==> src/rtl/tile_operand_loader_if.sv <==
// Operand-loader bus: tile/segment control from tile_compute, A/B operand
// buffer read ports, and the packed int8x4 load streams toward pe_array.
// master = loader side, slave = surrounding system side.
interface tile_operand_loader_if #(
    parameter int ADDR_BITS = 16
);
    logic                 start_tile;
    logic [15:0]          i0;
    logic [15:0]          j0;
    logic [3:0]           n_eff;
    logic [3:0]           m_eff;
    logic [15:0]          a_row_words;
    logic [15:0]          b_row_words;
    logic                 load_req;
    logic [3:0]           k_eff;

    logic                 a_rd_en;
    logic [ADDR_BITS-1:0] a_rd_addr;
    logic [31:0]          a_rd_data;
    logic                 b_rd_en;
    logic [ADDR_BITS-1:0] b_rd_addr;
    logic [31:0]          b_rd_data;

    logic                 a_ld_start;
    logic                 b_ld_start;
    logic                 a_ld_valid;
    logic [31:0]          a_ld_data;
    logic                 b_ld_valid;
    logic [31:0]          b_ld_data;
    logic                 busy;
    logic                 seg_done;
    logic                 err_proto;

    modport master (
        input  start_tile, i0, j0, n_eff, m_eff, a_row_words, b_row_words,
               load_req, k_eff, a_rd_data, b_rd_data,
        output a_rd_en, a_rd_addr, b_rd_en, b_rd_addr,
               a_ld_start, b_ld_start, a_ld_valid, a_ld_data,
               b_ld_valid, b_ld_data, busy, seg_done, err_proto
    );

    modport slave (
        output start_tile, i0, j0, n_eff, m_eff, a_row_words, b_row_words,
               load_req, k_eff, a_rd_data, b_rd_data,
        input  a_rd_en, a_rd_addr, b_rd_en, b_rd_addr,
               a_ld_start, b_ld_start, a_ld_valid, a_ld_data,
               b_ld_valid, b_ld_data, busy, seg_done, err_proto
    );
endinterface

==> src/rtl/tile_operand_loader.sv <==
// Tile operand loader: per load_req, reads one K-segment (8xT slice of A,
// Tx8 slice of B) from the operand buffers and streams both as int8x4 words,
// zero-padding elements outside n_eff/m_eff/k_eff.
// Optional build macro TOL_SKIP_MASKED_RD_EN: suppress buffer reads for
// words whose four bytes are all padding.
//
// state   | meaning
// S_IDLE  | waiting for load_req; accepts start_tile
// S_ISSUE | 16 read slots, one A and one B word per cycle
// S_DRAIN | last read data returns; seg_done follows
module tile_operand_loader #(
    parameter int TILE_SIZE = 8,
    parameter int SIDE      = 8,
    parameter int ADDR_BITS = 16
) (
    input  logic clk,
    input  logic rst,
    tile_operand_loader_if.master bus
);
    localparam int         WORDS    = SIDE * TILE_SIZE / 4;
    localparam logic [3:0] LAST_CNT = 4'(WORDS - 1);

    typedef enum logic [1:0] {S_IDLE, S_ISSUE, S_DRAIN} state_t;

    state_t      r_state;
    state_t      w_next;

    logic [15:0] r_i0;
    logic [15:0] r_j0;
    logic [3:0]  r_n_eff;
    logic [3:0]  r_m_eff;
    logic [15:0] r_a_rw;
    logic [15:0] r_b_rw;
    logic [3:0]  r_k_eff;
    logic [11:0] r_seg_idx;
    logic [3:0]  r_cnt;
    logic        r_ld_start;
    logic        r_valid;
    logic [3:0]  r_a_mask;
    logic [3:0]  r_b_mask;
    logic        r_seg_done;
    logic        r_err;

    logic        w_idle;
    logic        w_issue;
    logic [3:0]  w_w;
    logic [3:0]  w_a_r;
    logic [3:0]  w_a_kk;
    logic [3:0]  w_b_kk;
    logic [3:0]  w_b_c;
    logic [3:0]  w_a_mask;
    logic [3:0]  w_b_mask;
    logic [15:0] w_a_row;
    logic [15:0] w_b_row;
    logic [15:0] w_a_prod;
    logic [15:0] w_b_prod;
    logic [15:0] w_a_addr;
    logic [15:0] w_b_addr;
    logic        w_a_rd_en;
    logic        w_b_rd_en;
    logic [31:0] w_a_out;
    logic [31:0] w_b_out;

    assign w_idle  = (r_state == S_IDLE);
    assign w_issue = (r_state == S_ISSUE);

    // Word index counts up while the slot timer counts down to its terminal value.
    assign w_w    = LAST_CNT - r_cnt;
    assign w_a_r  = {1'b0, w_w[3:1]};
    assign w_a_kk = {1'b0, w_w[0], 2'b00};
    assign w_b_kk = {1'b0, w_w[3:1]};
    assign w_b_c  = {1'b0, w_w[0], 2'b00};

    // Byte-level padding masks for the word issued in this slot.
    always_comb begin
        w_a_mask = '0;
        w_b_mask = '0;
        for (int b = 0; b < 4; b++) begin
            w_a_mask[b] = (w_a_r < r_n_eff) && ((w_a_kk + 4'(b)) < r_k_eff);
            w_b_mask[b] = (w_b_kk < r_k_eff) && ((w_b_c + 4'(b)) < r_m_eff);
        end
    end

    // Word addresses; k0 = seg_idx*TILE_SIZE, everything wraps at 16 bits.
    assign w_a_row  = r_i0 + {12'd0, w_a_r};
    assign w_a_prod = w_a_row * r_a_rw;
    assign w_a_addr = w_a_prod + 16'(r_seg_idx) * 16'(TILE_SIZE / 4) + {15'd0, w_w[0]};
    assign w_b_row  = 16'(r_seg_idx) * 16'(TILE_SIZE) + {12'd0, w_b_kk};
    assign w_b_prod = w_b_row * r_b_rw;
    assign w_b_addr = w_b_prod + {2'b00, r_j0[15:2]} + {15'd0, w_w[0]};

    // State register.
    always_ff @(posedge clk) begin
        if (rst) r_state <= S_IDLE;
        else     r_state <= w_next;
    end

    // Next state and read strobes.
    always_comb begin
        w_next    = r_state;
        w_a_rd_en = 1'b0;
        w_b_rd_en = 1'b0;
        case (r_state)
            S_IDLE: begin
                if (bus.load_req) w_next = S_ISSUE;
            end
            S_ISSUE: begin
`ifdef TOL_SKIP_MASKED_RD_EN
                w_a_rd_en = |w_a_mask;
                w_b_rd_en = |w_b_mask;
`else
                w_a_rd_en = 1'b1;
                w_b_rd_en = 1'b1;
`endif
                if (r_cnt == 4'd0) w_next = S_DRAIN;
            end
            S_DRAIN: begin
                w_next = S_IDLE;
            end
            default: w_next = S_IDLE;
        endcase
    end

    // Tile latches, segment index, slot timer, stream and status registers.
    always_ff @(posedge clk) begin
        if (rst) begin
            r_i0       <= '0;
            r_j0       <= '0;
            r_n_eff    <= '0;
            r_m_eff    <= '0;
            r_a_rw     <= '0;
            r_b_rw     <= '0;
            r_k_eff    <= '0;
            r_seg_idx  <= '0;
            r_cnt      <= '0;
            r_ld_start <= 1'b0;
            r_valid    <= 1'b0;
            r_a_mask   <= '0;
            r_b_mask   <= '0;
            r_seg_done <= 1'b0;
            r_err      <= 1'b0;
        end else begin
            if (w_idle && bus.start_tile) begin
                r_i0      <= bus.i0;
                r_j0      <= bus.j0;
                r_n_eff   <= bus.n_eff;
                r_m_eff   <= bus.m_eff;
                r_a_rw    <= bus.a_row_words;
                r_b_rw    <= bus.b_row_words;
                r_seg_idx <= '0;
            end else if (r_state == S_DRAIN) begin
                r_seg_idx <= r_seg_idx + 12'd1;
            end

            if (w_idle && bus.load_req) begin
                r_k_eff <= bus.k_eff;
                r_cnt   <= LAST_CNT;
            end else if (w_issue && (r_cnt != 4'd0)) begin
                r_cnt <= r_cnt - 4'd1;
            end

            if (!w_idle && (bus.start_tile || bus.load_req)) r_err <= 1'b1;

            r_ld_start <= w_idle && bus.load_req;
            r_valid    <= w_issue;
            r_a_mask   <= w_issue ? w_a_mask : 4'd0;
            r_b_mask   <= w_issue ? w_b_mask : 4'd0;
            r_seg_done <= (r_state == S_DRAIN);
        end
    end

    // Returned data is masked bytewise; mask is all-zero outside valid slots.
    always_comb begin
        w_a_out = '0;
        w_b_out = '0;
        for (int b = 0; b < 4; b++) begin
            w_a_out[8*b +: 8] = r_a_mask[b] ? bus.a_rd_data[8*b +: 8] : 8'h00;
            w_b_out[8*b +: 8] = r_b_mask[b] ? bus.b_rd_data[8*b +: 8] : 8'h00;
        end
    end

    assign bus.a_rd_en    = w_a_rd_en;
    assign bus.b_rd_en    = w_b_rd_en;
    assign bus.a_rd_addr  = w_issue ? ADDR_BITS'(w_a_addr) : '0;
    assign bus.b_rd_addr  = w_issue ? ADDR_BITS'(w_b_addr) : '0;
    assign bus.a_ld_start = r_ld_start;
    assign bus.b_ld_start = r_ld_start;
    assign bus.a_ld_valid = r_valid;
    assign bus.b_ld_valid = r_valid;
    assign bus.a_ld_data  = w_a_out;
    assign bus.b_ld_data  = w_b_out;
    assign bus.busy       = !w_idle;
    assign bus.seg_done   = r_seg_done;
    assign bus.err_proto  = r_err;
endmodule

==> src/flat_wrapper.sv <==
// flat-port wrapper written by rule: the top's interface ports become plain ports
module tile_operand_loader_flat 
#(
    parameter int TILE_SIZE = 8,
    parameter int SIDE      = 8,
    parameter int ADDR_BITS = 16
)
  (clk, rst, bus_start_tile, bus_i0, bus_j0, bus_n_eff, bus_m_eff, bus_a_row_words, bus_b_row_words, bus_load_req, bus_k_eff, bus_a_rd_data, bus_b_rd_data, bus_a_rd_en, bus_a_rd_addr, bus_b_rd_en, bus_b_rd_addr, bus_a_ld_start, bus_b_ld_start, bus_a_ld_valid, bus_a_ld_data, bus_b_ld_valid, bus_b_ld_data, bus_busy, bus_seg_done, bus_err_proto);
  tile_operand_loader_if #(.ADDR_BITS(ADDR_BITS)) bus_i ();
  input  logic clk;
  input  logic rst;
  input wire logic [$bits(bus_i.start_tile)-1:0] bus_start_tile;
  input wire logic [$bits(bus_i.i0)-1:0] bus_i0;
  input wire logic [$bits(bus_i.j0)-1:0] bus_j0;
  input wire logic [$bits(bus_i.n_eff)-1:0] bus_n_eff;
  input wire logic [$bits(bus_i.m_eff)-1:0] bus_m_eff;
  input wire logic [$bits(bus_i.a_row_words)-1:0] bus_a_row_words;
  input wire logic [$bits(bus_i.b_row_words)-1:0] bus_b_row_words;
  input wire logic [$bits(bus_i.load_req)-1:0] bus_load_req;
  input wire logic [$bits(bus_i.k_eff)-1:0] bus_k_eff;
  input wire logic [$bits(bus_i.a_rd_data)-1:0] bus_a_rd_data;
  input wire logic [$bits(bus_i.b_rd_data)-1:0] bus_b_rd_data;
  output wire logic [$bits(bus_i.a_rd_en)-1:0] bus_a_rd_en;
  output wire logic [$bits(bus_i.a_rd_addr)-1:0] bus_a_rd_addr;
  output wire logic [$bits(bus_i.b_rd_en)-1:0] bus_b_rd_en;
  output wire logic [$bits(bus_i.b_rd_addr)-1:0] bus_b_rd_addr;
  output wire logic [$bits(bus_i.a_ld_start)-1:0] bus_a_ld_start;
  output wire logic [$bits(bus_i.b_ld_start)-1:0] bus_b_ld_start;
  output wire logic [$bits(bus_i.a_ld_valid)-1:0] bus_a_ld_valid;
  output wire logic [$bits(bus_i.a_ld_data)-1:0] bus_a_ld_data;
  output wire logic [$bits(bus_i.b_ld_valid)-1:0] bus_b_ld_valid;
  output wire logic [$bits(bus_i.b_ld_data)-1:0] bus_b_ld_data;
  output wire logic [$bits(bus_i.busy)-1:0] bus_busy;
  output wire logic [$bits(bus_i.seg_done)-1:0] bus_seg_done;
  output wire logic [$bits(bus_i.err_proto)-1:0] bus_err_proto;
  assign bus_i.start_tile = bus_start_tile;
  assign bus_i.i0 = bus_i0;
  assign bus_i.j0 = bus_j0;
  assign bus_i.n_eff = bus_n_eff;
  assign bus_i.m_eff = bus_m_eff;
  assign bus_i.a_row_words = bus_a_row_words;
  assign bus_i.b_row_words = bus_b_row_words;
  assign bus_i.load_req = bus_load_req;
  assign bus_i.k_eff = bus_k_eff;
  assign bus_i.a_rd_data = bus_a_rd_data;
  assign bus_i.b_rd_data = bus_b_rd_data;
  assign bus_a_rd_en = bus_i.a_rd_en;
  assign bus_a_rd_addr = bus_i.a_rd_addr;
  assign bus_b_rd_en = bus_i.b_rd_en;
  assign bus_b_rd_addr = bus_i.b_rd_addr;
  assign bus_a_ld_start = bus_i.a_ld_start;
  assign bus_b_ld_start = bus_i.b_ld_start;
  assign bus_a_ld_valid = bus_i.a_ld_valid;
  assign bus_a_ld_data = bus_i.a_ld_data;
  assign bus_b_ld_valid = bus_i.b_ld_valid;
  assign bus_b_ld_data = bus_i.b_ld_data;
  assign bus_busy = bus_i.busy;
  assign bus_seg_done = bus_i.seg_done;
  assign bus_err_proto = bus_i.err_proto;
  tile_operand_loader #(.TILE_SIZE(TILE_SIZE), .SIDE(SIDE), .ADDR_BITS(ADDR_BITS)) u_core (.clk(clk), .rst(rst), .bus(bus_i));
endmodule
==> config.mk <==
export PLATFORM = sky130hd
export DESIGN_NAME = tile_operand_loader_flat
export DESIGN_NICKNAME = d
export VERILOG_FILES = /design/src/rtl/tile_operand_loader_if.sv /design/src/rtl/tile_operand_loader.sv /design/src/flat_wrapper.sv
export SDC_FILE = /design/constraint.sdc
export NUM_CORES = 1
export LEC_CHECK = 0
export ABC_AREA = 1
export ABC_CLOCK_PERIOD_IN_PS = 9900
export CORE_MARGIN = 2
export CORE_UTILIZATION = 45
export CTS_CLUSTER_DIAMETER = 80
export DETAILED_ROUTE_END_ITERATION = 10
export PLACE_DENSITY_LB_ADDON = 0.05
export SYNTH_ARGS = -nofsm -noshare
export SYNTH_HDL_FRONTEND = slang
export SYNTH_SLANG_ARGS = --single-unit
==> constraint.sdc <==
create_clock -name clk -period 9.9 [get_ports clk]
set_clock_uncertainty 0.15 [all_clocks]
set_input_delay 1.98 -clock clk [delete_from_list [all_inputs] [get_ports clk]]
set_output_delay 1.98 -clock clk [all_outputs]
set_load 0.03 [all_outputs]
# Word level (Yosys, flattened, before mapping)
# Index checks and enable logic that the tools add are counted.
[word_totals]
out_inout_bits = 105
ram_bits = 0
regBits = 106
word_cells = 82
latch_bits = 0
n_memories = 0
romBits = 0
[classes]
n_reduce_logical = 21
addsub = 12
mul = 2
n_div = 0
n_eq_ne = 4
n_mux = 16
magnitude_cmp = 10
n_bitwise = 1
n_shift = 0
[ops]
columns = ["cell", "count"]
rows = [
  ["8-bit two-way mux", 8],
  ["16-bit by 1-bit adder with 16-bit output", 2],
  ["16-bit by 16-bit multiplier with 16-bit output", 2],
  ["16-bit two-way mux", 2],
  ["4-bit less-than comparator", 6],
  ["15-bit by 3-bit adder with 16-bit output", 1],
  ["16-bit by 13-bit adder with 16-bit output", 1],
  ["16-bit by 14-bit adder with 16-bit output", 1],
  ["16-bit by 3-bit adder with 16-bit output", 1],
  ["3-bit by 4-bit less-than comparator with 1-bit output", 4],
  ["12-bit by 1-bit adder with 12-bit output (second input constant)", 1],
  ["1-bit logical AND", 12],
  ["3-bit by 2-bit adder with 4-bit output (second input constant)", 2],
  ["4-bit two-way mux", 2],
  ["3-bit by 1-bit adder with 4-bit output (second input constant)", 1],
  ["4-bit logical NOT", 1],
  ["2-bit two-way mux", 2],
  ["2-bit inequality test (second input constant)", 2],
  ["2-bit case mux with 2 select lines", 1],
  ["4-bit nonzero test", 1],
  ["2-bit OR reduction", 2],
  ["4-bit by 1-bit subtractor with 4-bit output (second input constant)", 1],
  ["4-bit subtractor (first input constant)", 1],
  ["2-bit by 1-bit == test with 1-bit output (second input constant)", 1],
  ["other kinds (8)", 8],
]

# Longest topological paths before layout
# Gate-level depths: netlist (run 1).
[depth]
depth_word = 6
ltp_mapped = 35

# Worst setup path after synthesis (run 1)
# Ideal clock, no wire load.
[synth_timing]
kind = "reg-to-output"
start = "reg u_core.r_cnt[1]"
end = "out bus_a_rd_addr[15]"
t_required_ns = 7.770
stages_incl_launch_ff = 36
setup_slack_ns = 1.380
arrival_ns = 6.390
cell_sequence = "dfxtp_1 -> clkbuf_1 -> inv_1 -> ha_1 -> fa_1 -> nand3_1 -> nand2_2 -> nand2_1 -> inv_1 -> nand2_1 -> nand2_1 -> inv_1 -> nand2_1 -> fa_1 -> fa_1 -> inv_1 -> ha_1 -> fa_1 -> fa_1 -> inv_1 -> fa_1 -> inv_1 -> ha_1 -> inv_1 -> o21ai_0 -> a31oi_1 -> nand2_1 -> nand2_1 -> inv_1 -> nor2_1 -> o21bai_1 -> a21oi_1 -> o21bai_1 -> nand3_1 -> nand2_1 -> nor2_1"
[synth_between]
elab_chain_len = 6
[synth_lines]
columns = ["element", "line_no", "text"]
rows = [
  ["start, declared", "tile_operand_loader.sv:36", "logic [3:0] r_cnt;"],
  ["start signal, assigned", "tile_operand_loader.sv:159", "r_cnt <= r_cnt - 4'd1;"],
  ["4-bit subtractor", "tile_operand_loader.sv:68", "assign w_w = LAST_CNT - r_cnt;"],
  ["16-bit by 3-bit adder with 16-bit output", "tile_operand_loader.sv:85", "assign w_a_row = r_i0 + {12'd0, w_a_r};"],
  ["16-bit by 16-bit multiplier with 16-bit output", "tile_operand_loader.sv:86", "assign w_a_prod = w_a_row * r_a_rw;"],
  ["16-bit by 13-bit adder with 16-bit output", "tile_operand_loader.sv:87", "assign w_a_addr = w_a_prod + 16'(r_seg_idx) * 16'(TILE_SIZE / 4) + {15'd0, w_w[0]};"],
  ["16-bit by 1-bit adder with 16-bit output", "tile_operand_loader.sv:87", ""],
  ["16-bit two-way mux", "tile_operand_loader.sv:184", "assign bus.a_rd_addr = w_issue ? ADDR_BITS'(w_a_addr) : '0;"],
  ["end, declared", "flat_wrapper.sv:24", "output wire logic [$bits(bus_i.a_rd_addr)-1:0] bus_a_rd_addr;"],
]
# No other way between the ends.

# Worst setup path after layout (run 1)
[layout_timing]
start = "reg u_core.r_cnt[2]"
end = "out bus_a_rd_addr[14]"
# Same word-level chain as after synthesis.

==> impl_metrics.toml, run 1 <==
[run_status]
outcome = "finished clean"

[detailed_routing]
vias = 12457
initialDrtViolationCount = 560
finalWirelength_um = 39300
wl_per_cell_um = 15.3
drc = 0
avgViaCountPerCell = 4.84
antenna_left = 0
firstDrtPassIters = 5

[clock_network]
clk_pin_slew_ns = 0.09
cts.htree.levels = 3
ctsHoldBuffers = 0
numCtsBuffers = 9
clk_latency_ns = 0.37
cts_tree = "built"
cts_root_buf = "clkbuf_16"
cts_buffer_depth = 2
cts_sinks = 104

[timing]
worstMarginPinSlew_ns = 0.828
fmax_mhz = 106
rsz0062_at_grt = "no"
finalWorstSetupSlack_ns = 0.491
max_slew_margin_pct = 44.8
final_hold_viol_count = 0
period_minus_slack_ns = 9.41
tns_ns = 0
final_max_slew_viol_count = 0
fin_crit_sh_pct = 95.0
hold_ws_ns = 0.304
finalSetupViolCount = 0

[die]
initial_utilization_pct = 45.7
die_area_um2 = 32500
die_h_um = 180
core_area_um2 = 30600
rows = 64
pin_count = 249
fp.dieW_um = 180

[global_route]
grt_pass1_vias = 12501
grt.overflow.total = 0
grt_usage_pct = 24.9
antenna_found_initial = 0
grt_max_degree = 69
grt_pass1_wl_um = 64200

[synthesis]
synth_area_um2 = 14000
avgSynthCellArea_um2 = 7.09
synth_seq_area_share_pct = 14.9
synth_cell_types = 42
yosysWarningCount = 0
yosys_register_bits = 104
syn_nets = 2424
synthFlopType = "dfxtp_1"
synth-edff-count = 0
ys_async_sr_fraction_pct = 0
synthCells = 1971

[cells_and_area]
utilization_pct = 55.9
diodes = 0
nets = 2625
layout_commonest_cell = "inv_1"
final_cell_mix = "inv_1 (530), nand2_1 (413), clkdlybuf4s50_1 (245), fa_1 (186), nor2_1 (164)"
drive_gt1_share_pct = 2.99
areaGrowthSynthToFinish_pct = 22.2

[critical_path]
end_kind = "output pin"
crit_required_ns = 7.77
path_max_fanout = 7
cp-start-kind = "register"
worstPathArrival_ns = 7.28
crit_type = "reg -> out"
r2r-start = "u_core.r_state[1]$_SDFFE_PP0P_"
crit_start = "u_core.r_cnt[2]$_SDFFE_PP0P_"

[worst_hold_path]
hp-class = "reg -> reg"
min-delay-start = "u_core.bus.err_proto$_SDFFE_PP0P_"

[placed_design]
hpwl_um = 32800
place_ws_ns = 0.448
numPortBuffers = 246
gp_congestion = 0.908

[power_and_ir_drop]
irDropWorstVdd_uv = 94.5
p_leak_nw = 9.06
finalPower_mw = 2.21
p_per_area_nw_per_um2 = 129

[job]
max_cap_viol_count = 0
[cell usage after synthesis, drive strengths merged, types with 20 or more instances]
master / instances / area, um^2
xor2: 20 / 175
inv: 535 / 2010
clkbuf: 64 / 241
nand3: 62 / 345
a21oi: 103 / 515
nand2: 425 / 1630
nor2: 167 / 637
ha: 123 / 1540
o21ai: 109 / 546
xnor2: 20 / 183
fa: 186 / 3720
dfxtp: 104 / 2080
[final cells by class]
class	count	area, um^2
Clock buffer	9	225
Clock inverter	7	78.8
Fill cell	2997	13500
Inverter	536	2020
Multi-Input combinational cell	1258	9590
Sequential cell	104	2080
Tap cell	396	495
Timing Repair Buffer	263	2590
[registers in the layout, indices dropped and copies added, names as in the netlist]
register               count
u_core.bus.a_ld_start      1
u_core.bus.a_ld_valid      1
u_core.bus.err_proto       1
u_core.bus.seg_done        1
u_core.r_a_mask            4
u_core.r_a_rw             16
u_core.r_b_mask            4
u_core.r_b_rw             16
u_core.r_cnt               4
u_core.r_i0               16
u_core.r_j0               14
u_core.r_k_eff             4
u_core.r_m_eff             4
u_core.r_n_eff             4
u_core.r_seg_idx          12
u_core.r_state             2
[report_power, final]
group | switching [mW] | internal [mW] | leakage, nW
sequential | 0.0504 | 0.454 | 0.858
clock | 0.209 | 0.183 | 0.151
combinational | 0.798 | 0.512 | 8.06
total | 1.06 | 1.15 | 9.06
[per-layer routing]
metal,part of all wire (%),global-route usage [%],vias to the layer above
met5,0,0,-
met4,2.5,6.29,0
met3,5.3,3.76,56
met2,49,43.6,370
met1,43,32.0,5833
li1,-,-,6198
[through the flow]
stage | instances | instance area, um^2
after floorplan | 1971 | 14000
after global placement | 2556 | 16800
after detailed placement | 2556 | 16800
after CTS | 2572 | 17100
after global routing | 2573 | 17100
final | 2573 | 17100
[cells by family (layout without fill, tap and decap cells)]
group	Yosys count	count (layout)	share of synthesized area [%]
and+or+nand+nor	678	678	19.8
buffers and inverters	609	815	16.6
adders and majority gates	309	309	37.6
AOI/OAI and AO/OA	231	231	8.58
DFF	104	104	14.9
xor gates and xnor gates	40	40	2.56
[what timing repair did]
action,in CTS,in global routing
endpoints found under the setup margin,0,4
buffers inserted,0,1
resized for setup,0,2
[path summary, 6_finish.rpt]
kind,to,slack (ns),cells after the start
worst max register to register,u_core.r_b_rw[0]$_SDFFE_PP0P_,7.31,5
worst min register to register,u_core.bus.err_proto$_SDFFE_PP0P_,0.30,2
worst min-delay path,u_core.bus.err_proto$_SDFFE_PP0P_,0.30,2
worst max-delay path,bus_a_rd_addr[14],0.49,27
[worst max-delay path, stage by stage (launching register included)]
cell             delay [ns]
dfxtp_1                0.39
clkinvlp_4             0.26
fa_1                   0.52
nand3_1                0.15
nand2_2                0.08
nand2_1                0.09
inv_1                  0.06
nand3_1                0.08
nand2_1                0.09
inv_1                  0.15
nand2_1                0.08
fa_1                   0.51
fa_1                   0.58
inv_1                  0.06
fa_1                   0.50
fa_1                   0.51
fa_1                   0.48
inv_1                  0.05
fa_1                   0.49
inv_1                  0.05
ha_1                   0.34
nand2_1                0.09
nor2_1                 0.13
nand3_1                0.10
o2111ai_1              0.13
o21ai_0                0.10
a21oi_1                0.13
clkdlybuf4s50_1        0.68
(Power assumes the default switching activity.)
==> run 2: changes to the inputs <==
- ABC_CLOCK_PERIOD_IN_PS: 9900 -> 11300
- SLEW_MARGIN: unset -> 5
- clock period: 9.9 -> 11.3 ns (I/O delays scaled with it)
==> run 2 against run 1 <==
Compared with the run above: combinational power fell by 13%; final area fell by 0.30%; global-route usage fell by 0.55 points; sequential cell count did not move; via count fell by 0.43%; first-iteration DRC count rose by 15%; sequential share of layout area barely moved; sequential power fell by 12%; power fell by 12%; critical path type unchanged; register-to-register slack improved by 1.4 ns; critical path depth rose by 8; die area did not move.
==> impl_metrics.toml, run 2 (synthesis gave the netlist of run 1 again) <==
[clock_network]
clk_pin_slew_ns = 0.09
cts_tree = "built"
numCtsBuffers = 9
cts_root_buf = "clkbuf_16"
post_cts.repair.setup_buffers = 0
cts.htree.levels = 3
cts_buffer_depth = 2
cts_sinks = 104
cts_resized = 0
ctsHoldBuffers = 0
clk_latency_ns = 0.37

[die]
rows = 64
pin_count = 249
die_h_um = 180
core_area_um2 = 30600
fp.dieW_um = 180
die_area_um2 = 32500
initial_utilization_pct = 45.7

[detailed_routing]
vias = 12403
firstDrtPassIters = 6
avgViaCountPerCell = 4.83
wl_met3_um = 2150
dr_wl_met2_um = 19000
wl_per_cell_um = 15.1
finalWirelength_um = 38800
dr.max_layer_used = "met4"
drc = 0
wl_met1_um = 16800
initialDrtViolationCount = 643
antenna_left = 0

[cells_and_area]
final_area_um2 = 17000
top_regs = "u_core.r_a_rw: 16 flops, u_core.r_b_rw: 16 flops, u_core.r_i0: 16 flops"
layout_commonest_cell = "inv_1"
diodes = 0
final_cell_mix = "inv_1 (530), nand2_1 (413), clkdlybuf4s50_1 (246), fa_1 (186), nor2_1 (164)"
nets = 2619
drive_gt1_share_pct = 2.67
areaGrowthSynthToFinish_pct = 21.9
final.fill_count = 2978

[critical_path]
crit_required_ns = 8.89
reg2reg_to = "u_core.r_a_mask[2]$_SDFF_PP0_"
crit_path_top_delay_cell = "clkdlybuf4s50_1"
r2r_cells = 10
max_stage_delay_ns = 0.68
crit_start = "u_core.r_cnt[2]$_SDFFE_PP0P_"
crit_type = "reg -> out"
end_kind = "output pin"
r2r-start = "u_core.r_state[0]$_SDFFE_PP0P_"
cp-start-kind = "register"
r2r_slack_ns = 8.66
worstPathArrival_ns = 7.87
path_max_fanout = 12

[timing]
tns_ns = 0
period_minus_slack_ns = 10.28
final_hold_viol_count = 0
max_slew_margin_pct = 40.8
fin_crit_sh_pct = 91.0
fmax_mhz = 97.2
final_max_slew_viol_count = 0
rsz0062_at_grt = "no"
finalSetupViolCount = 0
worstMarginPinSlew_ns = 0.887

[global_route]
grt.overflow.total = 0
grt_pass1_vias = 12340
grt_usage_pct = 24.3
grt_max_degree = 80
antenna_found_initial = 0
grt_pass1_wl_um = 63100

[power_and_ir_drop]
p_per_area_nw_per_um2 = 113
irDropWorstVdd_uv = 72.1
p_leak_nw = 9.02

[placed_design]
numPortBuffers = 246
gp_congestion = 0.930
placed_area_um2 = 16700
hpwl_um = 32500

[worst_hold_path]
hold_end = "u_core.bus.err_proto$_SDFFE_PP0P_"
hold-path-cell-count = 2
hp-class = "reg -> reg"
min-delay-start = "u_core.bus.err_proto$_SDFFE_PP0P_"

[job]
max_cap_viol_count = 0

[run_status]
outcome = "finished clean"
run 2: cell types whose count changed in the layout (fill, tap and decap cells not counted):
cell             delta
dlymetal6s2s_1      -1
buf_4               -6
inv_6               -1
clkinv_1            +1
clkdlybuf4s50_1     +1
clkinv_4            +1
clkinvlp_4          -1
run 2: layout make-up:
cell class,count,area [um^2],area share (%)
Clock buffer,9,225,1.32
Clock inverter,7,78.8,0.463
Inverter,536,2010,11.8
Multi-Input combinational cell,1258,9590,56.3
Sequential cell,104,2080,12.2
Tap cell,396,495,2.91
Timing Repair Buffer,257,2540,14.9
run 2: worst max-delay path, delay by kind of cell (launching register included):
family / cells / cell delay [ns]
AO/OA/AOI/OAI: 5 / 0.67
adder cells (fa/ha/maj): 8 / 3.61
buffers and inverters: 10 / 1.74
flip-flops: 1 / 0.31
AND/OR/NAND/NOR: 12 / 1.14
run 2: routing by layer:
metal  track usage, %  vias up
met5                0        -
met4             5.71        0
met3             3.29       41
met2             43.3      351
met1             31.2     5831
li1                 -     6180
run 2: worst max path at each step:
stage | endpoint | slack [ns]
2_1_floorplan | bus_a_rd_addr[15] | 2.50
3_5_place_dp | bus_a_rd_addr[15] | 1.42
4_1_cts | bus_a_rd_addr[15] | 0.98
3_3_place_gp | bus_a_rd_addr[15] | 1.45
5_1_grt | bus_a_rd_addr[15] | 0.49
6_report | bus_a_rd_addr[15] | 1.02
run 2: through the flow:
stage                     power (mW)  worst slack, ns  hold slack [ns]  std cells  utilization [%]
after global placement          1.58             1.45            0.288       2551             54.7
after floorplan                 1.23             2.50            0.283       1971                -
after global routing            2.13            0.492            0.333       2567             55.7
after detailed placement        1.59             1.42            0.291       2551             54.7
after CTS                       1.95            0.983            0.304       2567             55.7
final                           1.93             1.02            0.302       2567             55.7
run 2: where the power goes:
group / total, mW / leakage [nW] / internal [mW] / switching (mW)
sequential: 0.442 / 0.858 / 0.397 / 0.0443
clock: 0.346 / 0.151 / 0.160 / 0.186
combinational: 1.14 / 8.01 / 0.445 / 0.699
total: 1.93 / 9.02 / 1.00 / 0.930
